**src/rtl/serial_pkg.sv**
```systemverilog
// ============================================================================
// Module      : serial_pkg
// Description : Shared definitions for the serial blocks. Holds the
//               serializer state encoding and a clog2 helper that sizes
//               bit counters.
// Revision    : 1.0 - initial release
// ============================================================================
`default_nettype none

package serial_pkg;

  // Serializer state: IDLE waits for a word, SHIFT drains one.
  typedef enum logic [0:0] {
    IDLE  = 1'b0,
    SHIFT = 1'b1
  } state_t;

  // Ceiling log2. The result is at least 1, so a counter built from it
  // always has a legal width.
  function automatic int clog2(input int value);
    int result;
    int v;
    result = 0;
    v = value - 1;
    while (v > 0) begin
      result = result + 1;
      v = v >> 1;
    end
    if (result == 0) begin
      result = 1;
    end
    return result;
  endfunction

endpackage

`default_nettype wire

```
**src/rtl/piso_serializer_if.sv**
```systemverilog
// ============================================================================
// Module      : piso_serializer_if
// Description : Load and serial handshake bundle for piso_serializer.
//               master : word producer and bit consumer (drives din,
//                        load_valid and sout_ready)
//               slave  : the serializer itself
//   din        N  parallel word
//   load_valid 1  din is valid
//   load_ready 1  serializer accepts din this cycle
//   sout       1  current serial bit
//   sout_valid 1  sout carries a valid bit
//   sout_ready 1  consumer takes sout this cycle
//   busy       1  a word is in progress
//   done       1  one-cycle pulse after the last bit of a word is taken
// Revision    : 1.0 - initial release
// ============================================================================
`default_nettype none

interface piso_serializer_if #(
  parameter int N = 4
);

  logic [N-1:0] din;
  logic         load_valid;
  logic         load_ready;
  logic         sout;
  logic         sout_valid;
  logic         sout_ready;
  logic         busy;
  logic         done;

  modport master (
    output din,
    output load_valid,
    output sout_ready,
    input  load_ready,
    input  sout,
    input  sout_valid,
    input  busy,
    input  done
  );

  modport slave (
    input  din,
    input  load_valid,
    input  sout_ready,
    output load_ready,
    output sout,
    output sout_valid,
    output busy,
    output done
  );

endinterface

`default_nettype wire

```
**src/rtl/piso_shift_reg.sv**
```systemverilog
// ============================================================================
// Module      : piso_shift_reg
// Description : N-bit shift register with a serial output tap. The word
//               moves toward the tap end and zeros are filled in behind it.
//   clk     1  rising-edge clock
//   reset_n 1  asynchronous active-low clear
//   load    1  capture din (highest priority)
//   clear   1  synchronous clear to zero
//   shift   1  move one bit toward the tap
//   din     N  parallel word
//   tap     1  serial output bit
// Revision    : 1.0 - initial release
// ============================================================================
`default_nettype none

module piso_shift_reg #(
  parameter int N         = 4,
  parameter bit MSB_FIRST = 1'b1
) (
  input  wire logic         clk,
  input  wire logic         reset_n,
  input  wire logic         load,
  input  wire logic         clear,
  input  wire logic         shift,
  input  wire logic [N-1:0] din,
  output logic              tap
);

  logic [N-1:0] shreg;
  logic [N-1:0] shifted;

  generate
    if (MSB_FIRST) begin : g_msb_first
      assign shifted = {shreg[N-2:0], 1'b0};
      assign tap     = shreg[N-1];
    end else begin : g_lsb_first
      assign shifted = {1'b0, shreg[N-1:1]};
      assign tap     = shreg[0];
    end
  endgenerate

  // A back-to-back load coincides with the last shift; the load wins.
  always_ff @(posedge clk or negedge reset_n) begin
    if (!reset_n) begin
      shreg <= '0;
    end else if (load) begin
      shreg <= din;
    end else if (clear) begin
      shreg <= '0;
    end else if (shift) begin
      shreg <= shifted;
    end
  end

endmodule

`default_nettype wire

```
**src/rtl/piso_serializer.sv**
```systemverilog
// ============================================================================
// Module      : piso_serializer
// Description : Parallel-in serial-out converter. Accepts an N-bit word on
//               a valid/ready load handshake and emits one bit per serial
//               beat. Pulses done after the last bit of each word; a new
//               word can be accepted on the same edge that takes the last
//               bit, so back-to-back words stream without a bubble.
//   clk     1  rising-edge clock
//   reset_n 1  asynchronous active-low reset
//   bus     -  piso_serializer_if.slave (din, load/serial handshakes,
//              busy, done)
// Revision    : 1.0 - initial release
// ============================================================================
`default_nettype none

module piso_serializer
  import serial_pkg::*;
#(
  parameter int N         = 4,
  parameter bit MSB_FIRST = 1'b1
) (
  input  wire logic        clk,
  input  wire logic        reset_n,
  piso_serializer_if.slave bus
);

  localparam int CW = clog2(N + 1);

  state_t        state;
  state_t        state_next;
  logic [CW-1:0] cnt;
  logic [CW-1:0] cnt_next;
  logic          done_r;
  logic          done_next;

  logic sr_load;
  logic sr_clear;
  logic sr_shift;
  logic tap;

  logic in_shift;
  logic beat;
  logic last_bit;
  logic load_ready;
  logic load_fire;

  assign in_shift = (state == SHIFT);
  assign beat     = in_shift && bus.sout_ready;
  assign last_bit = (cnt == CW'(1));

  // Ready while idle, or when the final bit is being taken this cycle so
  // the next word slots in without an idle beat.
  assign load_ready = (state == IDLE) || (in_shift && last_bit && bus.sout_ready);
  assign load_fire  = bus.load_valid && load_ready;

  always_ff @(posedge clk or negedge reset_n) begin
    if (!reset_n) begin
      state  <= IDLE;
      cnt    <= '0;
      done_r <= 1'b0;
    end else begin
      state  <= state_next;
      cnt    <= cnt_next;
      done_r <= done_next;
    end
  end

  always_comb begin
    state_next = state;
    cnt_next   = cnt;
    done_next  = 1'b0;
    sr_load    = 1'b0;
    sr_clear   = 1'b0;
    sr_shift   = 1'b0;
    case (state)
      IDLE: begin
        if (load_fire) begin
          sr_load    = 1'b1;
          cnt_next   = CW'(N);
          state_next = SHIFT;
        end
      end
      SHIFT: begin
        if (beat) begin
          if (!last_bit) begin
            sr_shift = 1'b1;
            cnt_next = cnt - CW'(1);
          end else begin
            done_next = 1'b1;
            if (load_fire) begin
              sr_load  = 1'b1;
              cnt_next = CW'(N);
            end else begin
              sr_clear   = 1'b1;
              cnt_next   = '0;
              state_next = IDLE;
            end
          end
        end
      end
      default: begin
        state_next = IDLE;
        cnt_next   = '0;
      end
    endcase
  end

  piso_shift_reg #(
    .N         (N),
    .MSB_FIRST (MSB_FIRST)
  ) u_shift_reg (
    .clk     (clk),
    .reset_n (reset_n),
    .load    (sr_load),
    .clear   (sr_clear),
    .shift   (sr_shift),
    .din     (bus.din),
    .tap     (tap)
  );

  assign bus.load_ready = load_ready;
  assign bus.sout       = tap;
  assign bus.sout_valid = in_shift;
  assign bus.busy       = in_shift;
  assign bus.done       = done_r;

endmodule

`default_nettype wire

```
**src/flat_wrapper.sv**
```systemverilog
// flat-port wrapper written by rule: the top's interface ports become plain ports
module piso_serializer_flat import serial_pkg::*;
#(
  parameter int N         = 4,
  parameter bit MSB_FIRST = 1'b1
)
  (clk, reset_n, bus_din, bus_load_valid, bus_sout_ready, bus_load_ready, bus_sout, bus_sout_valid, bus_busy, bus_done);
  piso_serializer_if #(.N(N)) bus_i ();
  input  wire logic clk;
  input  wire logic reset_n;
  input wire logic [$bits(bus_i.din)-1:0] bus_din;
  input wire logic [$bits(bus_i.load_valid)-1:0] bus_load_valid;
  input wire logic [$bits(bus_i.sout_ready)-1:0] bus_sout_ready;
  output wire logic [$bits(bus_i.load_ready)-1:0] bus_load_ready;
  output wire logic [$bits(bus_i.sout)-1:0] bus_sout;
  output wire logic [$bits(bus_i.sout_valid)-1:0] bus_sout_valid;
  output wire logic [$bits(bus_i.busy)-1:0] bus_busy;
  output wire logic [$bits(bus_i.done)-1:0] bus_done;
  assign bus_i.din = bus_din;
  assign bus_i.load_valid = bus_load_valid;
  assign bus_i.sout_ready = bus_sout_ready;
  assign bus_load_ready = bus_i.load_ready;
  assign bus_sout = bus_i.sout;
  assign bus_sout_valid = bus_i.sout_valid;
  assign bus_busy = bus_i.busy;
  assign bus_done = bus_i.done;
  piso_serializer #(.N(N), .MSB_FIRST(MSB_FIRST)) u_core (.clk(clk), .reset_n(reset_n), .bus(bus_i));
endmodule
```
**config.mk**
```make
export PLATFORM = sky130hd
export DESIGN_NAME = piso_serializer_flat
export DESIGN_NICKNAME = d
export VERILOG_FILES = /design/src/rtl/serial_pkg.sv /design/src/rtl/piso_serializer_if.sv /design/src/rtl/piso_shift_reg.sv /design/src/rtl/piso_serializer.sv /design/src/flat_wrapper.sv
export SDC_FILE = /design/constraint.sdc
export NUM_CORES = 1
export LEC_CHECK = 0
export BUFFER_PORTS_ARGS = -buffer_cell sky130_fd_sc_hd__buf_2
export CORE_AREA = 2 2 39 41
export CTS_CLUSTER_SIZE = 14
export DETAILED_ROUTE_END_ITERATION = 8
export DIE_AREA = 0 0 41 43
export SLEW_MARGIN = 20
export SYNTH_ARGS = -nofsm -noshare
export SYNTH_HDL_FRONTEND = slang
export SYNTH_SLANG_ARGS = --single-unit
export TNS_END_PERCENT = 5
```
**constraint.sdc**
```tcl
create_clock -name clk -period 2.3 [get_ports clk]
set_clock_uncertainty 0.15 [all_clocks]
set_input_delay 0.23 -clock clk [delete_from_list [all_inputs] [get_ports clk]]
set_output_delay 0.23 -clock clk [all_outputs]
set_load 0.01 [all_outputs]
```
== After elaboration in Yosys (flattened, before gate mapping) ==
Cells that the tools add are included.
Cells by class
  add/subtract/negate cells: 1
  equality and inequality tests: 3
  muxes and demuxes: 25
  bitwise operators: 1
  reductions and logical operators: 7
Operators with widths (count)
  1-bit two-way mux: 15
  3-bit two-way mux: 4
  4-bit two-way mux: 3
  3-bit one-hot mux with 2 select lines: 1
  1-bit logical AND: 4
  1-bit one-hot mux with 2 select lines: 2
  3-bit by 1-bit == test with 1-bit output (second input constant): 1
  3-bit nonzero test: 1
  3-bit by 1-bit subtractor with 3-bit output (second input constant): 1
  2-bit by 1-bit != test with 1-bit output (second input constant): 1
  2-bit != test (second input constant): 1
  2-bit AND reduction: 1
  1-bit logical OR: 1
  1-bit NOT: 1
Word-level totals
  bits in registers: 9
  input port bits: 8
  word-level logic and storage cells: 41

== Longest topological paths before layout ==
Gate-level depths: netlist of run 1.
  depth in word-level cells: 11
  gate-level depth with buffers: 6
  depth with buffers taken out: 6

== By module ==
From an unflattened synthesis of run 1, not the netlist that was laid out.
Second synthesis, totals
  cells, all modules: 44
  area total of the unflattened synthesis: 478.0 um^2
By module, submodules not included
  piso_serializer: times used 1, cells an instance 30, area an instance 297.8 um^2, sequential area each 125.1 um^2
  piso_shift_reg: times used 1, cells an instance 14, area an instance 180.2 um^2, sequential area each 100.1 um^2

== Worst setup path after synthesis of run 1 ==
Ideal clock, no wire load.
  kind: register -> output
  start point: register u_core.cnt[1]
  end point: output port bus_load_ready
  data arrival time: 1.078 ns
  path slack: 0.842 ns
  stages on the path, launching flop included: 5
  cells stage by stage: dfrtp_1 inv_1 ha_1 nand2b_4 o21ai_0
Between the ends
  cells in the longest elaborated chain, start to end: 4
Ends and longest elaborated chain
  start, declared: line piso_serializer.sv:31  | logic [CW-1:0] cnt;
  start signal, assigned: line piso_serializer.sv:63  | cnt <= cnt_next;
  3-bit by 1-bit == test with 1-bit output: line piso_serializer.sv:49  | assign last_bit = (cnt == CW'(1));
  1-bit logical AND (2 in a row): line piso_serializer.sv:53  | assign load_ready = (state == IDLE) || (in_shift && last_bit && bus.sout_ready);
  1-bit logical OR: line piso_serializer.sv:53
  end, declared: line flat_wrapper.sv:14  | output wire logic [$bits(bus_i.load_ready)-1:0] bus_load_ready;
No other way between the ends.

== Final worst setup path of run 1 ==
Ends and elaborated chain as after synthesis.

==> summary.txt, run 1 <==
Timing
  – Number of failing setup endpoints in the final timing report: 0
  – Min Clock Period, post-route: 1.830 ns
  – Share of the clock period used by the worst path after layout: 79.58%
  – Setup TNS Final: 0 ns
  – Unrepaired setup endpoints after global routing: false
  – Worst slew margin relative to its limit: 80.62%
  – Slew Viols, Final: 0
  – Maximum clock frequency: 546.4 MHz
  – Slew at the pin closest to its max-slew limit: 0.2907 ns
  – Count of endpoints failing hold in the final timing report: 0

Drt
  – Overall via count from detail_route: 372
  – First-pass iteration count of the detailed router: 4
  – Aggregate routed wire length: 920 um
  – Mean routed wirelength per cell: 11.65 um
  – Vias per Instance: 4.709
  – Count of nets left with antenna violations after detail routing: 0
  – Violation count after the first detailed-routing iteration: 8
  – Remaining DRCs: 0

Worst setup path
  – Critical Path Start Type: register
  – Highest-delay cell along the critical path: sky130_fd_sc_hd__dfrtp_1
  – Highest fanout seen on the critical path: 7
  – Required time of the critical path: 1.92 ns
  – Biggest cell delay along the critical path: 0.35 ns
  – Cell Chain, Critical Path: inv_1 > ha_1 > nand2b_4 > o21ai_0 > buf_2
  – Worst Setup Path Type: reg -> out
  – Setup crit end kind: output pin
  – Data arrival at the endpoint of the critical path: 1.45 ns

Synth
  – Leading post-synthesis cells by cell area: sky130_fd_sc_hd__dfrtp_1 47%, sky130_fd_sc_hd__a21oi_1 5.2%, sky130_fd_sc_hd__ha_1 5.2%
  – Post-synth top area share: 46.75%
  – Top_reg_cell synth: sky130_fd_sc_hd__dfrtp_1
  – Distinct cells, synth: 21
  – Syn Nets: 58
  – Sequential-to-total area share from yosys stat: 46.75%
  – Synthesis Warnings: 0
  – Cell area after synthesis: 481.7 um^2
  – Top post-synthesis cells by count: 9 x sky130_fd_sc_hd__dfrtp_1, 5 x sky130_fd_sc_hd__a21oi_1, 5 x sky130_fd_sc_hd__nand2_1
  – Leading area contributor after synthesis: sky130_fd_sc_hd__dfrtp_1
  – Number of instances in the synthesized netlist: 48
  – Asr flop ratio synth: 100.0%
  – Number of synthesized register bits: 9
  – Count of flip-flops with a built-in enable after synthesis: 0
  – Most used standard cell by instance count after synthesis: sky130_fd_sc_hd__dfrtp_1
  – Average footprint of a synthesized cell: 10.04 um^2

Clocking
  – Worst-skew pair later-pin latency: 0.26 ns
  – Root Driver: sky130_fd_sc_hd__clkbuf_4
  – Clock buffers created by TritonCTS: 3
  – CTS tree: done
  – H-tree lvl count: 1
  – Resized Gates After CTS: 0
  – Longest Clk Path Bufs: 2
  – Number of clock sinks: 9
  – Clock edge transition at the registers on the reported setup and hold paths: 0.06 ns
  – Post-CTS setup buffer count: 0

Power and ir drop
  – Share of power burned in combinational logic: 38.8%
  – Worst vdd ir: 340.8 uV
  – Switching part of the total: 34.99%
  – Part of the total power dissipated in sequential elements: 40.6%
  – Total internal power: 389.9 uW
  – Switching Power: 209.8 uW
  – Leakage power total: 0.0002836 uW
  – Power Dens Cells: 1035 nW/um^2
  – Clk network pwr share: 20.6%
  – Total design power: 599.8 uW

Floorplan
  – Overall die width: 41 um
  – DIE AREA: 1763 um^2
  – Number of standard-cell rows in the floorplan: 14
  – Effective utilization at floorplan: 34.81%
  – Overall die height: 43 um
  – Area of the core: 1384 um^2
  – Number of I/O pins: 13

Min path
  – Class of the most critical hold timing path: in -> reg

Placement
  – Placed wire-length estimate after detailed placement: 691.8 um
  – Gpl congestion: 0.6943
  – Count of port buffers added during placement: 12

Run status
  – Status: complete, no violations

Global routing
  – Wire length of the first global-routing pass: 1.442 mm
  – Initial antenna violation count: 0
  – Overall track demand over capacity in global routing: 12.54%
  – Pin count of the biggest net entering global routing: 12
  – Remaining Overflow, GRT: 0
  – Via count of the first global-routing pass: 342

Layout
  – Antenna diode count: 0
  – Synthesis-to-layout area growth: 20.26%
  – Layout net count: 74
  – Layout fillers: 143
  – Ratio of cells with drive above 1 in the final layout: 28.57%

Run
  – Max cap viols: 0
## state kept, by name, summed over array words and instances, names as in the netlist
register,cells
u_core.cnt,3
u_core.bus.done,1
u_core.u_shift_reg.shreg,4
u_core.bus.busy,1
## layout by cell type, fill, tap and decap left out
cell type                        n
sky130_fd_sc_hd__nand2b_1        2
sky130_fd_sc_hd__o21ai_0         3
sky130_fd_sc_hd__nand4_1         1
sky130_fd_sc_hd__o2bb2ai_1       2
sky130_fd_sc_hd__dlygate4sd3_1   1
sky130_fd_sc_hd__nor2_1          3
sky130_fd_sc_hd__and2b_2         1
sky130_fd_sc_hd__a2bb2oi_1       1
sky130_fd_sc_hd__ha_1            2
sky130_fd_sc_hd__o21a_1          2
sky130_fd_sc_hd__clkbuf_1        1
sky130_fd_sc_hd__inv_1           4
sky130_fd_sc_hd__nand2b_4        1
sky130_fd_sc_hd__mux2i_1         1
sky130_fd_sc_hd__o22a_1          1
sky130_fd_sc_hd__a32o_1          1
sky130_fd_sc_hd__buf_2          12
sky130_fd_sc_hd__o21ai_2         1
sky130_fd_sc_hd__a21oi_1         5
sky130_fd_sc_hd__o31ai_1         1
sky130_fd_sc_hd__nand2_1         5
sky130_fd_sc_hd__clkbuf_4        3
sky130_fd_sc_hd__dfrtp_1         9
## final timing paths
path,startpoint,endpoint,slack [ns],cells past startpoint
max,u_core.cnt[1],bus_load_ready,0.47,5
min,bus_din[0],u_core.u_shift_reg.shreg[0],0.05,2
max reg2reg,u_core.cnt[1],u_core.u_shift_reg.shreg[1],0.78,6
min reg2reg,u_core.u_shift_reg.shreg[1],u_core.u_shift_reg.shreg[1],0.35,1
max in group asynchronous,reset_n,u_core.u_shift_reg.shreg[0],1.63,2
min in group asynchronous,reset_n,u_core.u_shift_reg.shreg[2],0.19,2
## final cells by class
| type | count | area (um^2) | share of cell area (%) |
|---|---|---|---|
| timing repair buffer | 13 | 70.07 | 12.10 |
| inverter | 4 | 15.01 | 2.592 |
| tap | 16 | 20.02 | 3.456 |
| sequential | 9 | 225.2 | 38.88 |
| multi-input combinational | 33 | 222.7 | 38.44 |
| clock buffer | 4 | 26.28 | 4.536 |
## logic make-up after synthesis
kind of cell	share of synthesized area (%)
flip-flops	46.75
multiplexers	2.078
buffers and inverters	7.012
AND/OR/NAND/NOR	14.81
AO/OA/AOI/OAI	24.16
adder cells (fa/ha/maj)	5.194
## layer usage
| metal | global-route usage, % | share of wire [%] |
|---|---|---|
| met5 | 0 | 0 |
| met1 | 17.11 | 47 |
| met4 | 10.00 | 0 |
| met2 | 15.63 | 49 |
| met3 | 3.665 | 4.2 |
## stage by stage
| stage | cells | setup WS, ns | cell area (um^2) | hold slack [ns] | utilization [%] |
|---|---|---|---|---|---|
| global placement | 74 | 0.7955 | 543.0 | -0.05690 | 39.24 |
| floorplan | 48 | 0.8418 | 481.7 | -0.2156 | - |
| finish | 79 | 0.4697 | 579.3 | 0.04500 | 41.86 |
| global route | 79 | 0.3335 | 579.3 | 0.05120 | 41.86 |
| detailed placement | 74 | 0.7622 | 543.0 | -0.05385 | 39.24 |
| CTS | 79 | 0.4757 | 579.3 | 0.05254 | 41.86 |
## worst max-delay path, delay by kind of cell (launching register included)
kind / cells / cell delay [ns]
flip-flops: 1 / 0.35
buffers and inverters: 2 / 0.27
AND/OR/NAND/NOR: 1 / 0.10
adder cells (fa/ha/maj): 1 / 0.25
AO/OA/AOI/OAI: 1 / 0.20
## power by group through the flow
stage | combinational (uW) | sequential [uW] | clock, uW
finish | 233 | 244 | 123
global route | 259 | 253 | 136
global placement | 226 | 246 | 0
CTS | 235 | 244 | 125
detailed placement | 231 | 247 | 0
floorplan | 178 | 245 | 0
## what timing repair did
item | 4_1_cts | 5_1_grt
hold buffers | 1 | 0
endpoints found under the hold margin | 9 | 0
setup endpoints to repair | 0 | 0
No activity file was read; power rests on OpenSTA's default activity.
==> run 2, diff against run 1 <==
==> constraint.sdc (replaced) <==
create_clock -name clk -period 1.65 [get_ports clk]
set_clock_uncertainty 0.15 [all_clocks]
set_input_delay 0.165 -clock clk [delete_from_list [all_inputs] [get_ports clk]]
set_output_delay 0.165 -clock clk [all_outputs]
set_load 0.01 [all_outputs]
==> run 2 against run 1 <==
Largest power group is now combinational cells. Via count rose by 7.5%. Wire length decreased by 3.4%. Die area unchanged. Clock power grew 33%. Final area rose by 8.9%. Power increased by 47%. Critical path type unchanged.
==> summary.txt, run 2 (synthesis results as in run 1) <==
Placement
  – Setup slack after placement: 0.1589 ns (-0.6033 ns)
  – Count of port buffers added during placement: 12 (unchanged)
  – Placement Cell Area: 543.0 um^2 (unchanged)
  – Placed wire-length estimate after detailed placement: 694.9 um (+0.45%)
  – Gpl congestion: 0.7168 (+3.2%)

Timing
  – Share of the clock period used by the worst path after layout: 95.01%
  – Slew Viols, Final: 0 (unchanged)
  – Number of failing setup endpoints in the final timing report: 0 (unchanged)
  – Worst slew margin relative to its limit: 78.50% (-2.1 points)
  – Slew at the pin closest to its max-slew limit: 0.3225 ns (+0.03172 ns)
  – Min Clock Period, post-route: 1.568 ns
  – Count of endpoints failing hold in the final timing report: 0 (unchanged)
  – Final critical-path setup slack: 0.08235 ns (-0.3874 ns)
  – Maximum clock frequency: 637.9 MHz

Floorplan
  – Number of I/O pins: 13 (unchanged)
  – Effective utilization at floorplan: 34.81% (unchanged)
  – Number of standard-cell rows in the floorplan: 14 (unchanged)
  – Overall die width: 41 um (unchanged)
  – Area of the core: 1384 um^2 (unchanged)
  – DIE AREA: 1763 um^2 (unchanged)
  – Overall die height: 43 um (unchanged)

Worst setup path
  – R2r setup slk: 0.25 ns (-0.53 ns)
  – Required time of the critical path: 1.33 ns (-0.59 ns)
  – Highest fanout seen on the critical path: 7 (unchanged)
  – Data arrival at the endpoint of the critical path: 1.25 ns (-0.20 ns)
  – Setup crit end kind: output pin
  – Worst Setup Path Type: reg -> out
  – Critical Path Start Type: register

Global routing
  – Pin count of the biggest net entering global routing: 12 (unchanged)
  – Overall track demand over capacity in global routing: 12.35% (-0.19 points)
  – Remaining Overflow, GRT: 0 (unchanged)
  – Initial antenna violation count: 0 (unchanged)
  – Wire length of the first global-routing pass: 1.469 mm (+1.9%)
  – Via count of the first global-routing pass: 371 (+8.5%)

Layout
  – Final standard cell area without fillers: 630.6 um^2 (+8.9%)
  – Layout fillers: 147 (+2.8%)
  – Most common library cell in the layout ignoring fill and taps: sky130_fd_sc_hd__buf_2
  – Largest register by flop count: u_core.u_shift_reg.shreg
  – Layout net count: 78 (+5.4%)
  – Flip-flop count of the largest register, all copies and words added: 4 (unchanged)
  – Antenna diode count: 0 (unchanged)
  – Multi-input gate area in the final layout: 239.0 um^2 (+7.3%)
  – Commonest cells after routing, fill and taps aside: 12 x sky130_fd_sc_hd__buf_2, 9 x sky130_fd_sc_hd__dfrtp_1, 5 x sky130_fd_sc_hd__nand2_1, 5 x sky130_fd_sc_hd__a21oi_1
  – Ratio of cells with drive above 1 in the final layout: 34.33% (+5.8 points)
  – Area used by sequential logic in the layout: 225.2 um^2 (unchanged)
  – Synthesis-to-layout area growth: 30.91%
  – Registers with the most flip-flops: u_core.u_shift_reg.shreg x4, u_core.cnt x3

Clocking
  – Number of clock sinks: 9 (unchanged)
  – Root Driver: sky130_fd_sc_hd__clkbuf_4
  – Longest Clk Path Bufs: 2 (unchanged)
  – H-tree lvl count: 1 (unchanged)
  – Clock buffers created by TritonCTS: 3 (unchanged)
  – Worst-skew pair later-pin latency: 0.25 ns (about the same)
  – Clock edge transition at the registers on the reported setup and hold paths: 0.06 ns (about the same)
  – CTS tree: done

Power and ir drop
  – Power Dens Cells: 1400 nW/um^2 (+35%)
  – Leakage power total: 0.0003030 uW (+6.8%)
  – Worst vdd ir: 617.1 uV (+81%)

Min path
  – Class of the most critical hold timing path: in -> reg

Drt
  – Routed met1 length: 410 um (-4.4%)
  – Violation count after the first detailed-routing iteration: 7 (-1)
  – Count of nets left with antenna violations after detail routing: 0 (unchanged)
  – Wire length on met2: 416 um (-7.8%)
  – Remaining DRCs: 0 (unchanged)
  – Vias per Instance: 4.819 (+2.3%)
  – Overall via count from detail_route: 400 (+7.5%)
  – First-pass iteration count of the detailed router: 4 (unchanged)
  – Aggregate routed wire length: 889 um (-3.4%)
  – Mean routed wirelength per cell: 10.71 um (-8.0%)
  – Highest metal used: met4
  – Detail Route met3 WL: 44 um (+13%)

Run
  – Max cap viols: 0 (unchanged)

Run status
  – Status: complete, no violations
run 2: final cells by class:
cell class	instances	share of cell area, %
Multi-Input combinational cell	33	37.90
Timing Repair Buffer	17	16.67
Clock buffer	4	4.167
Tap cell	16	3.175
Sequential cell	9	35.71
Inverter	4	2.381
run 2: worst paths after layout:
path / cells after the start / from / to
min reg2reg: 1 / u_core.u_shift_reg.shreg[2] / u_core.u_shift_reg.shreg[2]
min: 2 / bus_load_valid / u_core.cnt[1]
max: 5 / u_core.cnt[1] / bus_load_ready
max reg2reg: 4 / u_core.bus.busy / u_core.u_shift_reg.shreg[3]
max in group asynchronous: 2 / reset_n / u_core.cnt[0]
min in group asynchronous: 2 / reset_n / u_core.bus.busy
run 2: per-stage QoR:
step	total power, uW	setup TNS (ns)	util, %	instances	hold slack [ns]
after floorplan	588.8	0	-	48	-0.2806
after global placement	658.8	0	39.24	74	-0.1220
after detailed placement	665.8	0	39.24	74	-0.1206
after CTS	869.4	0	44.21	81	0.008506
after global routing	967.6	-0.002218	45.57	83	0.02948
final	882.6	0	45.57	83	0.01035
run 2: metal layers:
metal / GRT usage (%) / vias to the layer above
li1: - / 208
met1: 15.18 / 177
met2: 17.81 / 13
met3: 3.665 / 2
met4: 8.000 / 0
met5: 0 / -
run 2: repair_timing:
action | in CTS | in global routing
setup endpoints to repair | 1 | 1
setup buffers | 0 | 2
resized for setup | 4 | 1
hold buffers | 3 | 0
hold endpoints to repair | 11 | 0
pin swaps | 0 | 1
run 2: power by group:
group	leakage, uW	total (uW)	internal (uW)	switching [uW]
combinational	0.000182	369	191	179
sequential	0.000106	350	296	53.2
clock	0.0000150	164	92.8	70.8
run 2: worst max-delay path, cell delays in order, from the launching register on:
cell and delay [ns]:
sky130_fd_sc_hd__dfrtp_1 0.37, sky130_fd_sc_hd__inv_2 0.09, sky130_fd_sc_hd__ha_4 0.15, sky130_fd_sc_hd__nand2b_4 0.09
sky130_fd_sc_hd__o21ai_2 0.15, sky130_fd_sc_hd__buf_2 0.15
==> run 3, diff against run 2 <==
--- a/config.mk
+++ b/config.mk
@@ -14,4 +14,3 @@
 export SYNTH_ARGS = -nofsm -noshare
 export SYNTH_HDL_FRONTEND = slang
 export SYNTH_SLANG_ARGS = --single-unit
-export TNS_END_PERCENT = 5
==> constraint.sdc (replaced) <==
create_clock -name clk -period 1.65 [get_ports clk]
set_clock_uncertainty 0.15 [all_clocks]
set_input_delay 0.165 -clock clk [delete_from_list [all_inputs] [get_ports clk]]
set_output_delay 0.165 -clock clk [all_outputs]
set_load 0.05 [all_outputs]
==> run 3 against run 2 <==
Register-to-register slack lost 0.03 ns. Clock power is essentially flat. Worst hold slack better by 0.0077 ns. Count of clock-buffer cells in the layout unchanged. Power up 15%. Maximum frequency decreased by 1.8%. Global-route usage grew 1.6 points. Cell count is 1.2% higher. Wire length up 11%. Critical path depth unchanged. First-iteration DRC count down 43%. Sequential cell count is the same. Critical path type unchanged. Largest power group unchanged. Highest routed layer unchanged.
==> summary.txt, run 3 (synthesis results as in run 1) <==
Global routing
  – Via count of the first global-routing pass: 404 (+8.9%)
  – Pin count of the biggest net entering global routing: 10 (-2)
  – Initial antenna violation count: 0 (unchanged)
  – Overall track demand over capacity in global routing: 13.91% (+1.6 points)
  – Wire length of the first global-routing pass: 1.656 mm (+13%)
  – Remaining Overflow, GRT: 0 (unchanged)

Timing
  – Slew Viols, Final: 0 (unchanged)
  – Slew at the pin closest to its max-slew limit: 0.2471 ns (-0.07535 ns)
  – Number of failing setup endpoints in the final timing report: 0 (unchanged)
  – Final critical-path setup slack: 0.05393 ns (-0.02842 ns)
  – Min Clock Period, post-route: 1.596 ns (+0.02842 ns)
  – Worst slew margin relative to its limit: 83.64% (+5.1 points)
  – Share of the clock period used by the worst path after layout: 96.73% (+1.7 points)
  – Hold Worst Slack: 0.01802 ns (+0.007672 ns)
  – Maximum clock frequency: 626.5 MHz (-1.8%)
  – Count of endpoints failing hold in the final timing report: 0 (unchanged)

Placement
  – Setup slack after placement: 0.1455 ns (-0.01335 ns)
  – Gpl congestion: 0.7194 (+0.36%)
  – Placed wire-length estimate after detailed placement: 697.8 um (+0.42%)
  – Placed Cells incl. Taps: 75 (+1.4%)
  – Count of port buffers added during placement: 12 (unchanged)

Power and ir drop
  – Switching part of the total: 40.43% (+6.1 points)
  – Power Dens Cells: 1556 nW/um^2 (+11%)
  – Part of the total power dissipated in sequential elements: 33.9% (-5.7 points)
  – Worst vdd ir: 730.9 uV (+18%)
  – Leakage power total: 0.0003081 uW (+1.7%)
  – Clk network pwr share: 16.3% (-2.2 points)
  – Total internal power: 604.2 uW (+4.2%)
  – Share of power burned in combinational logic: 49.8% (+8.0 points)
  – Switching Power: 410.1 uW (+35%)

Clocking
  – Clock edge transition at the registers on the reported setup and hold paths: 0.05 ns (about the same)
  – Number of clock sinks: 9 (unchanged)
  – Worst-skew pair later-pin latency: 0.26 ns (about the same)
  – Longest Clk Path Bufs: 2 (unchanged)
  – Root Driver: sky130_fd_sc_hd__clkbuf_4
  – Clock buffers created by TritonCTS: 3 (unchanged)
  – CTS tree: done
  – H-tree lvl count: 1 (unchanged)

Run
  – Max cap viols: 0 (unchanged)

Worst setup path
  – Highest fanout seen on the critical path: 7 (unchanged)
  – Cell Chain, Critical Path: inv_2 > ha_4 > nand2b_4 > o21ai_4 > buf_6
  – Highest-delay cell along the critical path: sky130_fd_sc_hd__dfrtp_1
  – Critical Path Sink: bus_load_ready
  – Required time of the critical path: 1.33 ns (about the same)
  – Setup crit end kind: output pin
  – Worst R2R Path Depth: 5 (+1)
  – R2r setup slk: 0.22 ns (-0.03 ns)
  – Count of buffering cells on the critical path with inverters included: 2 (unchanged)
  – Biggest cell delay along the critical path: 0.37 ns (about the same)
  – Reg2reg end: u_core.cnt[2]
  – Critical Path Start Type: register
  – Origin of the critical flop-to-flop path: u_core.cnt[0]
  – Worst Setup Path Type: reg -> out
  – Cell family contributing the most delay on the critical path: flip-flops
  – Cell depth of the worst setup path: 5 (unchanged)
  – Data arrival at the endpoint of the critical path: 1.28 ns (+0.03 ns)
  – Critical Path Start: u_core.cnt[1]

Floorplan
  – Overall die width: 41 um (unchanged)
  – Overall die height: 43 um (unchanged)
  – Number of I/O pins: 13 (unchanged)
  – Number of standard-cell rows in the floorplan: 14 (unchanged)
  – Area of the core: 1384 um^2 (unchanged)
  – Effective utilization at floorplan: 34.81% (unchanged)
  – DIE AREA: 1763 um^2 (unchanged)

Layout
  – Ratio of cells with drive above 1 in the final layout: 35.29% (+0.97 points)
  – Synthesis-to-layout area growth: 35.32%
  – Antenna diode count: 0 (unchanged)
  – Registers with the most flip-flops: u_core.u_shift_reg.shreg x4, u_core.cnt x3
  – Flip-flop count of the largest register, all copies and words added: 4 (unchanged)
  – Commonest cells after routing, fill and taps aside: 11 x sky130_fd_sc_hd__buf_2, 9 x sky130_fd_sc_hd__dfrtp_1, 5 x sky130_fd_sc_hd__nand2_1, 5 x sky130_fd_sc_hd__a21oi_1
  – Most common library cell in the layout ignoring fill and taps: sky130_fd_sc_hd__buf_2
  – Non-Filler Instances: 84 (+1.2%)
  – Largest register by flop count: u_core.u_shift_reg.shreg
  – Layout net count: 79 (+1.3%)

Drt
  – Overall via count from detail_route: 408 (+2.0%)
  – Aggregate routed wire length: 991 um (+11%)
  – Violation count after the first detailed-routing iteration: 4 (-3)
  – First-pass iteration count of the detailed router: 4 (unchanged)
  – Vias per Instance: 4.857 (+0.79%)
  – Remaining DRCs: 0 (unchanged)
  – Count of nets left with antenna violations after detail routing: 0 (unchanged)
  – Mean routed wirelength per cell: 11.80 um (+10%)

Min path
  – Class of the most critical hold timing path: in -> reg
  – Worst hold path startpoint: bus_load_valid

Run status
  – Status: complete, no violations
-- run 3: area by class of cell --
cell class / count / area, um^2
inverter: 4 / 15.01
fill: 133 / 732.0
multi-input combinational: 33 / 246.5
clock buffer: 4 / 26.28
timing repair buffer: 18 / 118.9
tap: 16 / 20.02
sequential: 9 / 225.2
-- run 3: worst min-delay path by stage --
stage          slack (ns)  depth (start not counted)              end
2_1_floorplan       -0.28                          0  u_core.bus.busy
3_3_place_gp        -0.12                          1    u_core.cnt[1]
3_5_place_dp        -0.12                          1    u_core.cnt[1]
4_1_cts              0.01                          2    u_core.cnt[1]
5_1_grt              0.02                          2    u_core.cnt[1]
6_report             0.02                          2    u_core.cnt[1]
-- run 3: through the flow --
step	util (%)	cell area (um^2)	TNS [ns]	power, uW
2_1_floorplan	-	485.5	0	678.9
3_5_place_dp	40.05	554.3	0	764.3
4_1_cts	45.48	629.4	0	981.6
6_report	47.11	651.9	0	1014
5_1_grt	47.11	651.9	-0.002231	1099
3_3_place_gp	40.05	554.3	0	755.7
-- run 3: timing repair --
action	4_1_cts	5_1_grt
hold buffers	3	0
endpoints found under the setup margin	1	1
endpoints found under the hold margin	11	0
gates resized for setup	5	1
buffers inserted	0	2
-- run 3: power by group through the flow --
stage	Sequential (uW)	Clock, uW	Combinational, uW
global route	354	188	557
global placement	337	0	418
floorplan	398	0	281
finish	343	165	506
detailed placement	338	0	427
CTS	343	174	464
-- run 3: metal layers --
| metal | vias to the layer above | part of all wire (%) | global-route usage, % |
|---|---|---|---|
| met5 | - | 0 | 0 |
| met4 | 0 | 1.9 | 10.00 |
| met3 | 4 | 5.3 | 1.571 |
| met2 | 17 | 42 | 18.75 |
| met1 | 177 | 50 | 19.67 |
| li1 | 210 | - | - |
